<file path="src/rtl/load_store_unit_if.sv">
// ============================================================================
// Module      : load_store_unit_if
// Description : Bundles the three buses of the load/store unit: the upstream
//               request channel, the downstream response channel and the
//               data-side memory port.
//               slave  : view taken by load_store_unit
//               master : view taken by the execute stage / memory model
// Ports       : none (signals are reached through the modports)
//   req_*  : valid/ready request (type, funct3, byte address, store data)
//   resp_* : valid/ready response (extended load data, error flag)
//   mem_*  : word-indexed read/write strobes, index, write word, read data
// Revision    : 1.0 - initial release
// ============================================================================
`default_nettype none

interface load_store_unit_if;
  logic        req_valid;
  logic        req_ready;
  logic        req_is_load;
  logic        req_is_store;
  logic [2:0]  req_funct3;
  logic [31:0] req_addr;
  logic [31:0] req_wdata;

  logic        resp_valid;
  logic        resp_ready;
  logic [31:0] resp_rdata;
  logic        resp_err;

  logic        mem_is_load;
  logic        mem_is_store;
  logic [31:0] mem_addr;
  logic [31:0] mem_store_data;
  logic [31:0] mem_load_data;

  modport slave (
    input  req_valid, req_is_load, req_is_store, req_funct3, req_addr, req_wdata,
    output req_ready,
    output resp_valid, resp_rdata, resp_err,
    input  resp_ready,
    output mem_is_load, mem_is_store, mem_addr, mem_store_data,
    input  mem_load_data
  );

  modport master (
    output req_valid, req_is_load, req_is_store, req_funct3, req_addr, req_wdata,
    input  req_ready,
    input  resp_valid, resp_rdata, resp_err,
    output resp_ready,
    input  mem_is_load, mem_is_store, mem_addr, mem_store_data,
    output mem_load_data
  );
endinterface

`default_nettype wire

</file>
<file path="src/rtl/load_store_unit.sv">
// ============================================================================
// Module      : load_store_unit
// Description : RV32I load/store unit. Turns byte-addressed LB/LH/LW/LBU/LHU/
//               SB/SH/SW requests into whole-word memory accesses. Sub-word
//               stores are read-modify-write; load data is lane-selected and
//               sign/zero-extended. Malformed, misaligned and out-of-range
//               requests are answered with resp_err and never reach memory.
// Ports       : clk   - clock, rising edge
//               rst_n - asynchronous active-low reset
//               bus   - load_store_unit_if.slave (request, response, memory)
// Parameters  : ADDR_WIDTH - word-index width of the data memory
// Revision    : 1.0 - initial release
// ============================================================================
`default_nettype none

module load_store_unit #(
  parameter int ADDR_WIDTH = 12
) (
  input  wire logic            clk,
  input  wire logic            rst_n,
  load_store_unit_if.slave     bus
);

  typedef enum logic [1:0] {
    IDLE = 2'd0,
    RD   = 2'd1,
    WR   = 2'd2,
    RESP = 2'd3
  } state_t;

  localparam logic [1:0] c_SZ_B = 2'b00;
  localparam logic [1:0] c_SZ_H = 2'b01;
  localparam logic [1:0] c_SZ_W = 2'b10;

  state_t      state_q, state_d;
  logic [1:0]  lane_q, lane_d;          // addr[1:0] of the accepted request
  logic [2:0]  funct3_q, funct3_d;
  logic [15:0] wdata_q, wdata_d;        // only the low half feeds SB/SH merges
  logic        is_store_q, is_store_d;
  logic [31:0] rdata_q, rdata_d;
  logic        err_q, err_d;
  logic [31:0] mem_addr_q, mem_addr_d;
  logic [31:0] store_data_q, store_data_d;

  // --------------------------------------------------------------------------
  // Request validation, evaluated on the incoming request
  // --------------------------------------------------------------------------
  logic w_type_bad, w_ld_f3_ok, w_st_f3_ok, w_f3_bad, w_misalign, w_oor, w_err;

  always_comb begin
    w_type_bad = (bus.req_is_load == bus.req_is_store);
    // Loads allow 000,001,010,100,101; stores allow 000,001,010.
    w_ld_f3_ok = (bus.req_funct3[1:0] != 2'b11) && (bus.req_funct3 != 3'b110);
    w_st_f3_ok = !bus.req_funct3[2] && (bus.req_funct3[1:0] != 2'b11);
    w_f3_bad   = bus.req_is_store ? !w_st_f3_ok : !w_ld_f3_ok;
    w_misalign = ((bus.req_funct3[1:0] == c_SZ_H) && bus.req_addr[0]) ||
                 ((bus.req_funct3[1:0] == c_SZ_W) && (bus.req_addr[1:0] != 2'b00));
    w_oor      = ((bus.req_addr >> (ADDR_WIDTH + 2)) != 32'd0);
    w_err      = w_type_bad || w_f3_bad || w_misalign || w_oor;
  end

  // --------------------------------------------------------------------------
  // Lane extraction and sub-word merge on the word read in RD
  // --------------------------------------------------------------------------
  logic [7:0]  w_byte;
  logic [15:0] w_half;
  logic [31:0] w_load_ext, w_merged;

  always_comb begin
    case (lane_q)
      2'd0:    w_byte = bus.mem_load_data[7:0];
      2'd1:    w_byte = bus.mem_load_data[15:8];
      2'd2:    w_byte = bus.mem_load_data[23:16];
      default: w_byte = bus.mem_load_data[31:24];
    endcase
    w_half = lane_q[1] ? bus.mem_load_data[31:16] : bus.mem_load_data[15:0];

    // funct3[2] selects zero extension (BU/HU)
    case (funct3_q[1:0])
      c_SZ_B:  w_load_ext = funct3_q[2] ? {24'd0, w_byte} : {{24{w_byte[7]}}, w_byte};
      c_SZ_H:  w_load_ext = funct3_q[2] ? {16'd0, w_half} : {{16{w_half[15]}}, w_half};
      default: w_load_ext = bus.mem_load_data;
    endcase

    w_merged = bus.mem_load_data;
    if (funct3_q[1:0] == c_SZ_B) begin
      case (lane_q)
        2'd0:    w_merged[7:0]   = wdata_q[7:0];
        2'd1:    w_merged[15:8]  = wdata_q[7:0];
        2'd2:    w_merged[23:16] = wdata_q[7:0];
        default: w_merged[31:24] = wdata_q[7:0];
      endcase
    end else if (lane_q[1]) begin
      w_merged[31:16] = wdata_q;
    end else begin
      w_merged[15:0]  = wdata_q;
    end
  end

  // --------------------------------------------------------------------------
  // Next state and outputs
  // --------------------------------------------------------------------------
  always_comb begin
    state_d      = state_q;
    lane_d       = lane_q;
    funct3_d     = funct3_q;
    wdata_d      = wdata_q;
    is_store_d   = is_store_q;
    rdata_d      = rdata_q;
    err_d        = err_q;
    mem_addr_d   = mem_addr_q;
    store_data_d = store_data_q;

    // Strobes come from state alone so an async reset kills them at once.
    bus.req_ready      = (state_q == IDLE);
    bus.resp_valid     = (state_q == RESP);
    bus.resp_rdata     = rdata_q;
    bus.resp_err       = err_q;
    bus.mem_is_load    = (state_q == RD);
    bus.mem_is_store   = (state_q == WR);
    bus.mem_addr       = mem_addr_q;
    bus.mem_store_data = store_data_q;

    case (state_q)
      IDLE: begin
        if (bus.req_valid) begin
          lane_d     = bus.req_addr[1:0];
          funct3_d   = bus.req_funct3;
          wdata_d    = bus.req_wdata[15:0];
          is_store_d = bus.req_is_store;
          rdata_d    = 32'd0;
          if (w_err) begin
            // Memory index is left untouched: errors have no side effect.
            err_d   = 1'b1;
            state_d = RESP;
          end else begin
            err_d      = 1'b0;
            mem_addr_d = 32'(bus.req_addr[ADDR_WIDTH+1:2]);
            if (bus.req_is_store && (bus.req_funct3[1:0] == c_SZ_W)) begin
              store_data_d = bus.req_wdata;
              state_d      = WR;
            end else begin
              state_d = RD;
            end
          end
        end
      end
      RD: begin
        if (is_store_q) begin
          store_data_d = w_merged;
          state_d      = WR;
        end else begin
          rdata_d = w_load_ext;
          state_d = RESP;
        end
      end
      WR: begin
        state_d = RESP;
      end
      default: begin
        if (bus.resp_ready) begin
          state_d = IDLE;
        end
      end
    endcase
  end

  always_ff @(posedge clk or negedge rst_n) begin
    if (!rst_n) begin
      state_q      <= IDLE;
      lane_q       <= 2'd0;
      funct3_q     <= 3'd0;
      wdata_q      <= 16'd0;
      is_store_q   <= 1'b0;
      rdata_q      <= 32'd0;
      err_q        <= 1'b0;
      mem_addr_q   <= 32'd0;
      store_data_q <= 32'd0;
    end else begin
      state_q      <= state_d;
      lane_q       <= lane_d;
      funct3_q     <= funct3_d;
      wdata_q      <= wdata_d;
      is_store_q   <= is_store_d;
      rdata_q      <= rdata_d;
      err_q        <= err_d;
      mem_addr_q   <= mem_addr_d;
      store_data_q <= store_data_d;
    end
  end

endmodule

`default_nettype wire

</file>
<file path="src/flat_wrapper.sv">
// flat-port wrapper written by rule: the top's interface ports become plain ports
module load_store_unit_flat 
#(
  parameter int ADDR_WIDTH = 12
)
  (clk, rst_n, bus_req_valid, bus_req_is_load, bus_req_is_store, bus_req_funct3, bus_req_addr, bus_req_wdata, bus_req_ready, bus_resp_valid, bus_resp_rdata, bus_resp_err, bus_resp_ready, bus_mem_is_load, bus_mem_is_store, bus_mem_addr, bus_mem_store_data, bus_mem_load_data);
  load_store_unit_if bus_i ();
  input  wire logic clk;
  input  wire logic rst_n;
  input wire logic [$bits(bus_i.req_valid)-1:0] bus_req_valid;
  input wire logic [$bits(bus_i.req_is_load)-1:0] bus_req_is_load;
  input wire logic [$bits(bus_i.req_is_store)-1:0] bus_req_is_store;
  input wire logic [$bits(bus_i.req_funct3)-1:0] bus_req_funct3;
  input wire logic [$bits(bus_i.req_addr)-1:0] bus_req_addr;
  input wire logic [$bits(bus_i.req_wdata)-1:0] bus_req_wdata;
  output wire logic [$bits(bus_i.req_ready)-1:0] bus_req_ready;
  output wire logic [$bits(bus_i.resp_valid)-1:0] bus_resp_valid;
  output wire logic [$bits(bus_i.resp_rdata)-1:0] bus_resp_rdata;
  output wire logic [$bits(bus_i.resp_err)-1:0] bus_resp_err;
  input wire logic [$bits(bus_i.resp_ready)-1:0] bus_resp_ready;
  output wire logic [$bits(bus_i.mem_is_load)-1:0] bus_mem_is_load;
  output wire logic [$bits(bus_i.mem_is_store)-1:0] bus_mem_is_store;
  output wire logic [$bits(bus_i.mem_addr)-1:0] bus_mem_addr;
  output wire logic [$bits(bus_i.mem_store_data)-1:0] bus_mem_store_data;
  input wire logic [$bits(bus_i.mem_load_data)-1:0] bus_mem_load_data;
  assign bus_i.req_valid = bus_req_valid;
  assign bus_i.req_is_load = bus_req_is_load;
  assign bus_i.req_is_store = bus_req_is_store;
  assign bus_i.req_funct3 = bus_req_funct3;
  assign bus_i.req_addr = bus_req_addr;
  assign bus_i.req_wdata = bus_req_wdata;
  assign bus_req_ready = bus_i.req_ready;
  assign bus_resp_valid = bus_i.resp_valid;
  assign bus_resp_rdata = bus_i.resp_rdata;
  assign bus_resp_err = bus_i.resp_err;
  assign bus_i.resp_ready = bus_resp_ready;
  assign bus_mem_is_load = bus_i.mem_is_load;
  assign bus_mem_is_store = bus_i.mem_is_store;
  assign bus_mem_addr = bus_i.mem_addr;
  assign bus_mem_store_data = bus_i.mem_store_data;
  assign bus_i.mem_load_data = bus_mem_load_data;
  load_store_unit #(.ADDR_WIDTH(ADDR_WIDTH)) u_core (.clk(clk), .rst_n(rst_n), .bus(bus_i));
endmodule
</file>
<file path="config.mk">
export PLATFORM = sky130hd
export DESIGN_NAME = load_store_unit_flat
export DESIGN_NICKNAME = d
export VERILOG_FILES = /design/src/rtl/load_store_unit_if.sv /design/src/rtl/load_store_unit.sv /design/src/flat_wrapper.sv
export SDC_FILE = /design/constraint.sdc
export NUM_CORES = 1
export LEC_CHECK = 0
export ABC_AREA = 1
export CAP_MARGIN = 30
export CORE_AREA = 3 3 127 159
export CTS_BUF_LIST = sky130_fd_sc_hd__clkbuf_16
export CTS_CLUSTER_DIAMETER = 120
export CTS_CLUSTER_SIZE = 30
export DETAILED_ROUTE_END_ITERATION = 12
export DIE_AREA = 0 0 130 162
export HOLD_SLACK_MARGIN = 0.05
export PLACE_DENSITY = 0.7
export SYNTH_ARGS = -nofsm -noshare
export SYNTH_HDL_FRONTEND = slang
export SYNTH_SLANG_ARGS = --single-unit
</file>
<file path="constraint.sdc">
create_clock -name clk -period 1.75 [get_ports clk]
set_clock_uncertainty 0.15 [all_clocks]
set_input_delay 0.525 -clock clk [delete_from_list [all_inputs] [get_ports clk]]
set_output_delay 0.525 -clock clk [all_outputs]
set_load 0.03 [all_outputs]
</file>
After elaboration in Yosys (flattened, before gate mapping)

Index checks and enable logic that the tools add are counted.

Register bits after elaboration: 101
Memory bits (read-only): 0
Output and inout bits: 101
Memories: 0
Latch bits: 0
Logic and storage cells: 79
Input bits: 105
RAM bits: 0

Shifts and indexed selects: 0
Divide/modulo/power cells: 0
Reduce and logical (&&, ||, !) cells: 25
Equality and inequality tests: 16
Multipliers: 0
Multiplexer cells: 28
$lt $le $gt $ge: 0
Add/subtract/negate cells: 0
Bitwise gates (word level): 1

Operators with widths:

| kind               | count |
|---|---|
| $mux 32            | 9 |
| $pmux 32 s2        | 3 |
| $mux 16            | 3 |
| $mux 8             | 4 |
| $reduce_bool 32->1 | 1 |
| $pmux 8 s3         | 1 |
| $eq 2x1->1 const B | 4 |
| $eq 2x2->1 const B | 4 |
| $mux 2             | 4 |
| $ne 2x2->1 const B | 4 |
| $logic_not 2->1    | 3 |
| $pmux 2 s3         | 1 |
| $reduce_and 3->1   | 2 |
| $logic_and 1x1->1  | 5 |
| $reduce_and 5->1   | 1 |
| $logic_or 1x1->1   | 4 |
| $ne 2x1->1 const B | 2 |
| $reduce_and 2->1   | 2 |
| $reduce_bool 2->1  | 2 |
| $reduce_bool 4->1  | 1 |
| $logic_not 1->1    | 3 |
| $mux 1             | 3 |
| $ne 3x3->1 const B | 1 |
| $reduce_or 3->1    | 1 |
| 2 further kinds    | 2 |

Depth between registers and ports, before layout

Word-level depth: 10
Gate-level depth with buffers: 11
Mapped depth without buffers: 10

Worst setup path before layout

Ideal clock, no wire load.

Path kind: reg-to-reg
Start point: register u_core.state_q[1]
End point: register u_core.store_data_q[0], in the netlist u_core.bus.mem_store_data[0]
Path buffers: 2
Path slack: -0.338 ns
Arrival: 1.821 ns
Data required time: 1.482 ns
Stages on the path, launching flop included: 12
Clock period less this slack: 2.088 ns
Cells stage by stage: dfrtp_1 > inv_1 > ha_1 > buf_4 > inv_2 > nand2_1 > nand2_1 > nor2_1 > nand2_1 > buf_2 > nand2_1 > nand2_1

Longest elaborated chain between the ends: 3
Elaborated cells between the ends (all ways): 9
Those cells by class: eq/ne (5); mux (1); reduce/logical (3)

RTL lines:

| element                                                          | line                   | source |
|---|---|---|
| start, declared                                                  | load_store_unit.sv:35  | `state_t state_q, state_d;` |
| start signal, assigned                                           | load_store_unit.sv:180 | `state_q <= state_d;` |
| $eq 2x1->1 *                                                     | --                     |  |
| named net bus_mem_is_load                                        | flat_wrapper.sv:21     | `output wire logic [$bits(bus_i.mem_is_load)-1:0] bus_mem_is_load;` |
| $ne 2x1->1 (no source line) or $reduce_bool 2->1 (tied branches) | --                     |  |
| $reduce_and 5->1 (no source line)                                | --                     |  |
| end signal, assigned                                             | load_store_unit.sv:188 | `store_data_q <= store_data_d;` |
| end, declared                                                    | load_store_unit.sv:43  | `logic [31:0] store_data_q, store_data_d;` |

Mark *: on every way through the listed nets, which the timed path passes. The rest lies on a longest branch.
A chain may end at the register's enable or synchronous reset.

Worst setup path after layout

Start point: input port bus_req_is_load
End point: register u_core.store_data_q[2], in the netlist u_core.bus.mem_store_data[2]

Longest elaborated chain between the ends: 6

RTL lines:

| element                           | line                  | source |
|---|---|---|
| start, declared                   | flat_wrapper.sv:11    | `input wire logic [$bits(bus_i.req_is_load)-1:0] bus_req_is_load;` |
| $eq 1x1->1                        | load_store_unit.sv:51 | `w_type_bad = (bus.req_is_load == bus.req_is_store);` |
| $logic_or 1x1->1 (3 in a row)     | load_store_unit.sv:59 | `w_err = w_type_bad \|\| w_f3_bad \|\| w_misalign \|\| w_oor;` |
| $ne 2x2->1 (no source line)       | --                    |  |
| $reduce_and 5->1 (no source line) | --                    |  |

Every way passes these cells.

==> results.json <==
{
  "grt_pass1_wl_um": 38500,
  "area_growth_pct": 73.0,
  "p_per_area_nw_per_um2": 2050,
  "whs_ns": 0.333,
  "htreeDepth": 3,
  "gp_congestion": 0.968,
  "clock_sinks": 101,
  "start_util": 0.328,
  "worstHoldPathType": "reg2reg",
  "violations": "negative setup slack",
  "ff2ff_path_depth": 11,
  "crit_family": "simple AND/OR/NAND/NOR gates",
  "cts-root-buf": "clkbuf_16",
  "hpwl_um": 16200,
  "slowest_stage": "dlygate4sd2_1",
  "max_cap_viol_count": 0,
  "utilization": 0.567,
  "setup_slack_ns": -0.208,
  "holdPathStages": 2,
  "start_kind": "primary input",
  "die_area_um2": 21100,
  "p_total_mw": 21.9,
  "clock_latency_ns": 0.35,
  "crit_type": "in2reg",
  "avgSynthCellArea_um2": 6.86,
  "min_period_ns": 1.96,
  "use_met1": 0.301,
  "ys_types": 34,
  "die_h_um": 162,
  "crit_buf_inv": 3,
  "cp.arrival_ns": 2.06,
  "drc_errors": 0,
  "grt_pass1_vias": 6910,
  "max_clock_freq_ghz": 0.511,
  "final_cell_mix": "311 x nand2_1, 100 x dfrtp_1, 83 x nand3_1, 78 x clkdlybuf4s50_1, 68 x buf_4",
  "syn_area_um2": 6170,
  "antenna_found_initial": 1,
  "num-nets-final": 1258,
  "synth_seq_cells": 101,
  "cts_inserted_buffers": 9,
  "grt_start_max_net_pins": 68,
  "worstPathMaxFanout": 8,
  "viasPerCell": 5.19,
  "grt_use_met2": 0.392,
  "leakage_nw": 5.07,
  "fillCellCount": 1599,
  "port_buffers": 185,
  "required_ns": 1.85,
  "num_vias": 7194,
  "final_max_slew_viol_count": 0,
  "layout_commonest_cell": "nand2_1",
  "routed_wl_um": 25700,
  "wire_per_inst_um": 18.6,
  "ys_seq_area_frac": 0.409,
  "fp-row-count": 56,
  "period_share": 1.12,
  "cts.clk_slew.worst_paths_ns": 0.07,
  "crit_cells": 11,
  "tns_ns": -10.63,
  "ant_nets": 0,
  "busiest_layer": "met2",
  "crit_top_cell": "nand2_1",
  "pin_count": 206,
  "setup_violations": 70,
  "endpoint_kind": "flop",
  "crit_chain": "dlygate4sd2_1, o21ai_1, nand3_2, nor2_4, nand2_2, nand2_4, buf_12, nand2_8, clkbuf_16, nand2_1, nand2_1",
  "ys_warn_count": 0,
  "ir_drop_mv": 0.878,
  "placedCellCount": 1328,
  "tritoncts": "built",
  "coreArea_um2": 18800,
  "status": "finished, violations left",
  "grt-ovfl-total": 0,
  "drt_iter0_drc": 525,
  "syn_inst": 900,
  "slowest_delay_ns": 0.27,
  "drt-pass1-iter-count": 5,
  "die_x_um": 130,
  "globalRouteTotalUtil": 0.236,
  "instances_no_fill": 1385,
  "cts_buffer_depth": 2,
  "rsz0062_at_grt": "yes",
  "drive_gt1_frac": 0.314,
  "r2r_setup_slack_ns": -0.17,
  "hold_viol": 0,
  "grt.met3_usage": 0.0398
}
sequential cells by signal, summed over array words and instances (netlist names):
register,flops
u_core.bus.mem_addr,12
u_core.bus.resp_err,1
u_core.wdata_q,16
u_core.is_store_q,1
u_core.bus.resp_rdata,32
u_core.state_q,2
u_core.lane_q,2
u_core.bus.mem_store_data,32
u_core.funct3_q,3
stage by stage:
step / setup WS, ns / cell area, µm²
after floorplan: 0.00167 / 6380
after global placement: -0.518 / 9070
after detailed placement: -0.553 / 9070
final: -0.208 / 10700
after CTS: -0.156 / 10400
after global routing: -0.253 / 10700
per-layer routing:
layer | share of wire | routed length (µm)
met1 | 0.38 | 9690
met2 | 0.50 | 12800
met3 | 0.085 | 2200
met4 | 0.042 | 1070
met5 | 0 | 0
area by class of cell:
cell class                 count  area, µm²  share of cell area
antenna                        1       2.50            0.000234
clock buffer                   9        225              0.0211
clock inverter                 5       60.1             0.00562
inverter                      41        179              0.0168
multi-input combinational    709       3800               0.356
sequential                   101       2530               0.237
tap                          232        290              0.0272
timing repair buffer         287       3600               0.337
logic make-up (layout without fill, tap and decap cells):
| family | Yosys count | after routing | synth area share |
|---|---|---|---|
| fa+ha+maj | 4 | 4 | 0.00811 |
| mux | 6 | 6 | 0.00973 |
| simple gates | 555 | 555 | 0.374 |
| flops | 101 | 101 | 0.409 |
| buf+inv | 109 | 342 | 0.0849 |
| compound gates | 124 | 124 | 0.114 |
| other cells | 1 | 21 | 0.000607 |
worst register-to-register path, stage by stage (launching register included):
cell and delay, ns:
dfrtp_1 0.42, buf_6 0.13, ha_4 0.15, buf_12 0.12
inv_8 0.04, nor2_4 0.19, nand2_4 0.11, inv_8 0.10
buf_12 0.12, buf_16 0.13, o21ai_1 0.07, o21ai_1 0.13
worst paths after layout:
kind | end | startpoint
worst max-delay path | u_core.bus.mem_store_data[2] | bus_req_is_load
worst min-delay path | u_core.bus.mem_addr[9] | u_core.bus.mem_addr[9]
worst max register to register | u_core.bus.resp_rdata[12] | u_core.state_q[0]
worst min register to register | u_core.bus.mem_addr[9] | u_core.bus.mem_addr[9]
max in group asynchronous | u_core.bus.resp_rdata[17] | rst_n
min in group asynchronous | u_core.bus.mem_store_data[5] | rst_n
synthesized netlist by cell type:
cell type	n	area share
o21ai_2	10	0.014
nor2_8	1	0.0032
conb_1	1	0.00061
nor2_4	1	0.0018
mux2i_1	6	0.0097
nor3_1	1	0.00081
buf_1	3	0.0018
o31ai_1	1	0.0012
a21oi_1	16	0.013
inv_1	33	0.020
buf_4	23	0.028
dfrtp_1	101	0.41
inv_2	6	0.0036
o221ai_1	6	0.0085
nand3_1	113	0.092
o21ai_1	3	0.0024
nor2_2	2	0.0020
nand2_1	377	0.23
o211ai_1	7	0.0085
o21ai_0	80	0.065
nand3_2	1	0.0016
nand2_4	2	0.0036
nor2_1	51	0.031
nand4_4	1	0.0034
a31oi_1	1	0.0010
buf_6	1	0.0018
nor3b_1	1	0.0012
nand2_2	2	0.0020
clkinv_1	2	0.0012
buf_2	17	0.014
nand4_1	1	0.0010
or2_2	1	0.0010
ha_1	4	0.0081
clkbuf_1	24	0.015
what timing repair did:
item / 4_1_cts / 5_1_grt
cloned: 13 / 3
setup buffers: 23 / 4
pin swaps: 51 / 62
hold buffers: 1 / 0
endpoints found under the setup margin: 103 / 101
gates resized for setup: 231 / 118
hold endpoints to repair: 18 / 0
power by group:
group	switching, mW	internal [mW]	total, mW
registers	1.16	3.27	4.43
logic	8.28	7.14	15.4
clock network	0.923	1.10	2.02
total	10.4	11.5	21.9
Note: power is estimated with default switching activity, not from simulation.
